## src/rtl/priority_encoder_stream.sv

```systemverilog
// priority_encoder_stream
//   Takes an N-bit request vector and streams out the binary code of every set bit,
//   highest bit first. Code k corresponds to vector bit N-1-k, which matches the
//   one-hot decoder mapping, so decoding each emitted code rebuilds the vector.
//   An all-zero vector produces one beat with out_zero=1.
// Ports
//   clk, rst               clock, synchronous active-high reset
//   in_valid/in_ready      input handshake; in_vec is captured on in_valid & in_ready
//   in_vec   [N-1:0]       request vector
//   out_valid/out_ready    output handshake
//   out_code [W-1:0]       code of the current highest pending bit
//   out_last               current beat is the last for this vector
//   out_zero               accepted vector had no set bits
module priority_encoder_stream #(
  parameter int N = 4,
  parameter int W = 2
) (
  input  logic         clk,
  input  logic         rst,
  input  logic         in_valid,
  output logic         in_ready,
  input  logic [N-1:0] in_vec,
  output logic         out_valid,
  input  logic         out_ready,
  output logic [W-1:0] out_code,
  output logic         out_last,
  output logic         out_zero
);

  if (N < 2 || W != $clog2(N)) begin : g_param_check
    $error("priority_encoder_stream: need N >= 2 and W == $clog2(N)");
  end

  typedef enum logic {IDLE, EMIT} state_e;

  state_e       state_q, state_d;
  logic [N-1:0] pend_q, pend_d;
  logic         vld_q, vld_d;
  logic [W-1:0] code_q, code_d;
  logic         last_q, last_d;
  logic         zero_q, zero_d;

  // Code of the highest set bit; ascending scan so the highest hit wins.
  // Returns 0 for an all-zero vector.
  function automatic logic [W-1:0] code_of(input logic [N-1:0] v);
    logic [W-1:0] c;
    c = '0;
    for (int i = 0; i < N; i++)
      if (v[i]) c = W'(N - 1 - i);
    return c;
  endfunction

  function automatic logic single_bit(input logic [N-1:0] v);
    return (v != '0) && ((v & (v - N'(1))) == '0);
  endfunction

  function automatic logic [N-1:0] clr_msb(input logic [N-1:0] v);
    logic [N-1:0] r;
    logic         found;
    r     = v;
    found = 1'b0;
    for (int i = N - 1; i >= 0; i--)
      if (v[i] && !found) begin
        r[i]  = 1'b0;
        found = 1'b1;
      end
    return r;
  endfunction

  assign in_ready  = (state_q == IDLE) && !rst;
  assign out_valid = vld_q;
  assign out_code  = code_q;
  assign out_last  = last_q;
  assign out_zero  = zero_q;

  // Beat fields are computed one cycle ahead from the next pending value so the
  // outputs come straight from flops.
  always_comb begin
    state_d = state_q;
    pend_d  = pend_q;
    vld_d   = vld_q;
    code_d  = code_q;
    last_d  = last_q;
    zero_d  = zero_q;
    case (state_q)
      IDLE: begin
        if (in_valid) begin
          state_d = EMIT;
          pend_d  = in_vec;
          vld_d   = 1'b1;
          code_d  = code_of(in_vec);
          zero_d  = (in_vec == '0);
          last_d  = (in_vec == '0) || single_bit(in_vec);
        end
      end
      EMIT: begin
        if (out_ready) begin
          if (last_q) begin
            // Return to IDLE; in_ready rises next cycle, so no overlap with the last beat.
            state_d = IDLE;
            pend_d  = '0;
            vld_d   = 1'b0;
            code_d  = '0;
            last_d  = 1'b0;
            zero_d  = 1'b0;
          end else begin
            pend_d  = clr_msb(pend_q);
            code_d  = code_of(pend_d);
            last_d  = single_bit(pend_d);
            zero_d  = 1'b0;
          end
        end
      end
      default: state_d = IDLE;
    endcase
  end

  always_ff @(posedge clk) begin
    if (rst) begin
      state_q <= IDLE;
      pend_q  <= '0;
      vld_q   <= 1'b0;
      code_q  <= '0;
      last_q  <= 1'b0;
      zero_q  <= 1'b0;
    end else begin
      state_q <= state_d;
      pend_q  <= pend_d;
      vld_q   <= vld_d;
      code_q  <= code_d;
      last_q  <= last_d;
      zero_q  <= zero_d;
    end
  end

endmodule

```

## config.mk

```make
export PLATFORM = sky130hd
export DESIGN_NAME = priority_encoder_stream
export DESIGN_NICKNAME = d
export VERILOG_FILES = /design/src/rtl/priority_encoder_stream.sv
export SDC_FILE = /design/constraint.sdc
export NUM_CORES = 1
export LEC_CHECK = 0
export CAP_MARGIN = 10
export CORE_AREA = 3 3 40 42
export DETAILED_ROUTE_END_ITERATION = 6
export DIE_AREA = 0 0 43 45
export PLACE_DENSITY = 0.66
export SLEW_MARGIN = 5
export SYNTH_ARGS = -nofsm -noshare
export SYNTH_HDL_FRONTEND = slang
export SYNTH_SLANG_ARGS = --single-unit
```

## constraint.sdc

```tcl
create_clock -name clk -period 2 [get_ports clk]
set_input_delay 0.4 -clock clk [delete_from_list [all_inputs] [get_ports clk]]
set_output_delay 0.4 -clock clk [all_outputs]
set_load 0.02 [all_outputs]
```

# Word-level counts from Yosys, hierarchy flattened
# Cells that the tools add are included.
classes:
  n_addsub: 2
  eq_ne: 3
  mux: 58
  bitwise_logic: 3
  reduce_logical: 18
op_table:
  columns: ["op", "count"]
  rows:
  - ["1-bit two-way mux", 38]
  - ["2-bit two-way mux", 11]
  - ["4-bit logical NOT", 3]
  - ["4-bit two-way mux", 3]
  - ["4-bit bitwise AND", 2]
  - ["1-bit one-hot mux with 2 select lines", 4]
  - ["4-bit one-hot mux with 2 select lines", 1]
  - ["4-bit nonzero test", 2]
  - ["4-bit by 1-bit subtractor with 4-bit output (second input constant)", 2]
  - ["1-bit logical AND", 6]
  - ["1-bit logical NOT", 4]
  - ["2-bit != test (second input constant)", 2]
  - ["2-bit one-hot mux with 2 select lines", 1]
  - ["3-bit AND reduction", 1]
  - ["2-bit by 1-bit != test with 1-bit output (second input constant)", 1]
  - ["2-bit AND reduction", 1]
  - ["1-bit logical OR", 1]
  - ["1-bit NOT", 1]
word_totals:
  reg_bits: 10
  in_bits: 8
  output_inout_bits: 6
  wordCells: 90

# Longest topological paths before layout
logic_depth:
  depth_word: 29
  mapped_depth: 5
  ltp_nobuf: 4

# Worst setup path before layout
# OpenSTA, ideal clock, no wires.
synth_path:
  path_kind: "register to register"
  start: "reg pend_q[3]"
  end: "reg last_q (netlist: out_last)"
  setup_ns: 0.132
  arrival_ns: 1.239
  path_slack_ns: 0.629
  stages_incl_launch_ff: 5
  path_buffers: 0
  period_less_slack_ns: 1.371
  path_cell_list: "dfxtp_1 > and4bb_1 > a211o_1 > a222oi_1 > nor3_1"
synth_via:
  elab_chain_len: 29
  elab_cells_between_ends: 38
  cone_classes: "add/sub (1); mux (27); bitwise (1); reduce/logical (9)"
synth_lines:
  columns: ["item", "line", "source"]
  rows:
  - ["start, declared", "37", "logic [N-1:0] pend_q, pend_d;"]
  - ["start signal, assigned", "128", "pend_q <= pend_d;"]
  - ["1-bit two-way mux (*)", "63", "if (v[i] && !found) begin"]
  - ["1-bit two-way mux (*)", "98", "if (last_q) begin"]
  - ["1-bit two-way mux (*)", "97", "if (out_ready) begin"]
  - ["1-bit two-way mux (*)", "85", "case (state_q)"]
  - ["1-bit logical NOT", "63", null]
  - ["1-bit logical AND", "63", null]
  - ["1-bit two-way mux", "63", null]
  - ["1-bit two-way mux", "98", null]
  - ["[... 13 more ...]", null, null]
  - ["1-bit two-way mux", "85", null]
  - ["4-bit by 1-bit subtractor with 4-bit output", "54", "return (v != '0) && ((v & (v - N'(1))) == '0);"]
  - ["4-bit bitwise AND", "54", null]
  - ["4-bit logical NOT", "54", null]
  - ["1-bit logical AND (*)", "54", null]
  - ["1-bit two-way mux (*)", "98", null]
  - ["1-bit two-way mux (*)", "97", null]
  - ["1-bit one-hot mux with 2 select lines (*)", "85", null]
  - ["end signal, assigned", "131", "last_q <= last_d;"]
  - ["end, declared", "40", "logic last_q, last_d;"]
# Every way passes the cells marked *; elsewhere a longest branch is shown, timed or not. The select of a mux whose other input is x is not followed.
# A chain may end at the register's enable or synchronous reset.

# Final worst setup path
layout_path:
  start: "in rst"
  end: "out in_ready"
layout_via:
  elab_chain_len: 2
layout_lines:
  columns: ["item", "line", "source"]
  rows:
  - ["start, declared", "19", "input logic rst,"]
  - ["1-bit logical NOT", "70", "assign in_ready = (state_q == IDLE) && !rst;"]
  - ["1-bit logical AND", "70", null]
  - ["end, declared", "21", "output logic in_ready,"]
# Every way passes these cells.

==> impl_metrics.toml <==
[hold_path]
holdCritStartpoint = "out_code[1]"
min_path_type = "reg2reg"

[logic_synthesis]
syn_inst = 67
synth_flop_cell = "dfxtp_1"
synth_top_area_share_pct = 37.21
synth-seq-cells = 10
ys_types = 28
ys_seq_area_share_pct = 37.21
avgSynthCellArea_um2 = 8.030
ys_top_cells_by_count = "nor2_1, dfxtp_1, nand2_1, o21ai_0, a211oi_1"
netlist_area_um2 = 538.0
syn-num-nets = 75
async_reset_ff_share_pct = 0
ys_top_cells_by_area = "dfxtp_1, nor2_1, o21ai_0"
yosysMostFrequentCell = "nor2_1"
synth-warning-count = 0
synth_top_area_cell = "dfxtp_1"
synth_edf_count = 0

[setup_path]
reg2reg_from = "pend_q[3]"
required_ns = 1.60
crit_fanout = 2
critical_path_class = "in2out"
cp.arrival_ns = 1.55
crit_path_end_kind = "output port"
startpoint_type = "input port"
startpoint = "rst"

[sta]
tns_ns = 0
setup_violations = 0
tightest_slew_ns = 0.2957
relSlewSlack_pct = 80.08
hold_slack_ns = 0.5058
clock_skew_ns = 0.001556
slew_viol_final = 0
period_share_pct = 97.48
fin_crit_ns = 1.950
final_hold_viol_count = 0
fmax_mhz = 512.9
rsz0062_at_grt = "no"

[finish]
drive_gt1_share_pct = 9.524
nets = 93
n_fill_cell = 123
diodes = 0
area_growth_pct = 35.58

[global_route]
grt_pass1_wl_mm = 2.090
antenna_found_initial = 0
grt_pass1_vias = 488
grtUsageTotal_pct = 14.60
grt_max_degree = 11
overflow = 0

[cts]
root_buffer = "clkbuf_4"
post_cts_resized = 0
holdBufCountCts = 0
clk_pin_slew_ns = 0.07
h-tree-depth = 1
cts_buffer_depth = 2
clock_sinks = 10
post_cts_buffers = 0
cts_tree = "built"
clk_latency_ns = 0.27
cts_buffers = 3

[drt]
drt_wl_total_mm = 1.269
num_vias = 553
drcViolationCount = 0
detail_route.wl_per_cell_um = 12.82
vias_per_cell = 5.586
first_pass_iters = 4
drtIter0Drc = 15
ant_nets = 0

[die]
core_area_um2 = 1285
die_w_um = 43
die_area_um2 = 1935
initial_utilization_pct = 41.87
std_cell_rows = 13
fp.dieH_um = 45
boundaryPins = 14

[status]
status = "finished clean"

[placement]
dp_hpwl_um = 952.6
gp_congestion = 0.8530
port_buffers = 13

[flow_run]
max_cap_viol_count = 0

[power]
ir_drop_uv = 455.1
power_density_nw_per_um2 = 754.6
finalPower_mw = 0.5505
leakage_nw = 0.2901
[worst paths after layout]
kind         slack [ns]          end  depth (start not counted)
min reg2reg        0.51  out_code[1]                          2
max reg2reg        0.47     out_last                          4
max                0.05     in_ready                          3
min                0.51  out_code[1]                          2
[routing by layer]
layer	wire [um]	GRT usage [%]	vias to the layer above
met2	546	22.75	13
met4	36	10.84	0
met1	632	17.92	247
li1	-	-	288
met3	53	2.789	5
met5	0	0	-
[power breakdown]
part / internal (mW) / switching [mW] / leakage, nW
clock network: 0.111 / 0.0802 / 0.0210
logic: 0.0618 / 0.0612 / 0.186
registers: 0.216 / 0.0210 / 0.0827
[kinds of logic after synthesis]
logic type | after synthesis | synth area share [%]
compound gates | 21 | 27.91
xor+xnor | 2 | 3.256
buf+inv | 3 | 2.323
flops | 10 | 37.21
simple gates | 31 | 29.30
[worst max-delay path, cell delays in order]
cell	delay, ns
clkdlybuf4s50_1	0.44
nor2_1	0.10
clkdlybuf4s50_1	0.61
[per-stage QoR]
stage | worst slack (ns) | cells | area, um2 | util [%]
2_1_floorplan | 0.6290 | 67 | 538.0 | -
3_3_place_gp | 0.04539 | 95 | 693.2 | 53.94
3_5_place_dp | 0.03947 | 95 | 693.2 | 53.94
4_1_cts | 0.04044 | 99 | 729.5 | 56.77
5_1_grt | 0.02820 | 99 | 729.5 | 56.77
6_report | 0.05047 | 99 | 729.5 | 56.77
[sequential cells by signal (all words and copies together), names as in the netlist]
register / cells
pend_q: 4
out_last: 1
state_q: 1
out_zero: 1
out_valid: 1
out_code: 2
[cell usage in the layout, fill, tap and decap left out, drive strengths merged, types with 3 or more instances in the layout]
cell,synthesis,routed
dfxtp,10,10
clkdlybuf4s50,0,13
nand2,5,5
o21ai,5,5
a211oi,3,3
clkbuf,1,4
nor2,15,15
[area by class of cell]
cell class	count	area, um2	area share [%]
well taps	15	18.77	2.573
repair buffers	15	145.1	19.90
inverters	1	3.754	0.5146
clock buffers	4	36.28	4.974
flip-flops and latches	10	200.2	27.44
multi-input cells	54	325.3	44.60
(Power assumes the default switching activity.)
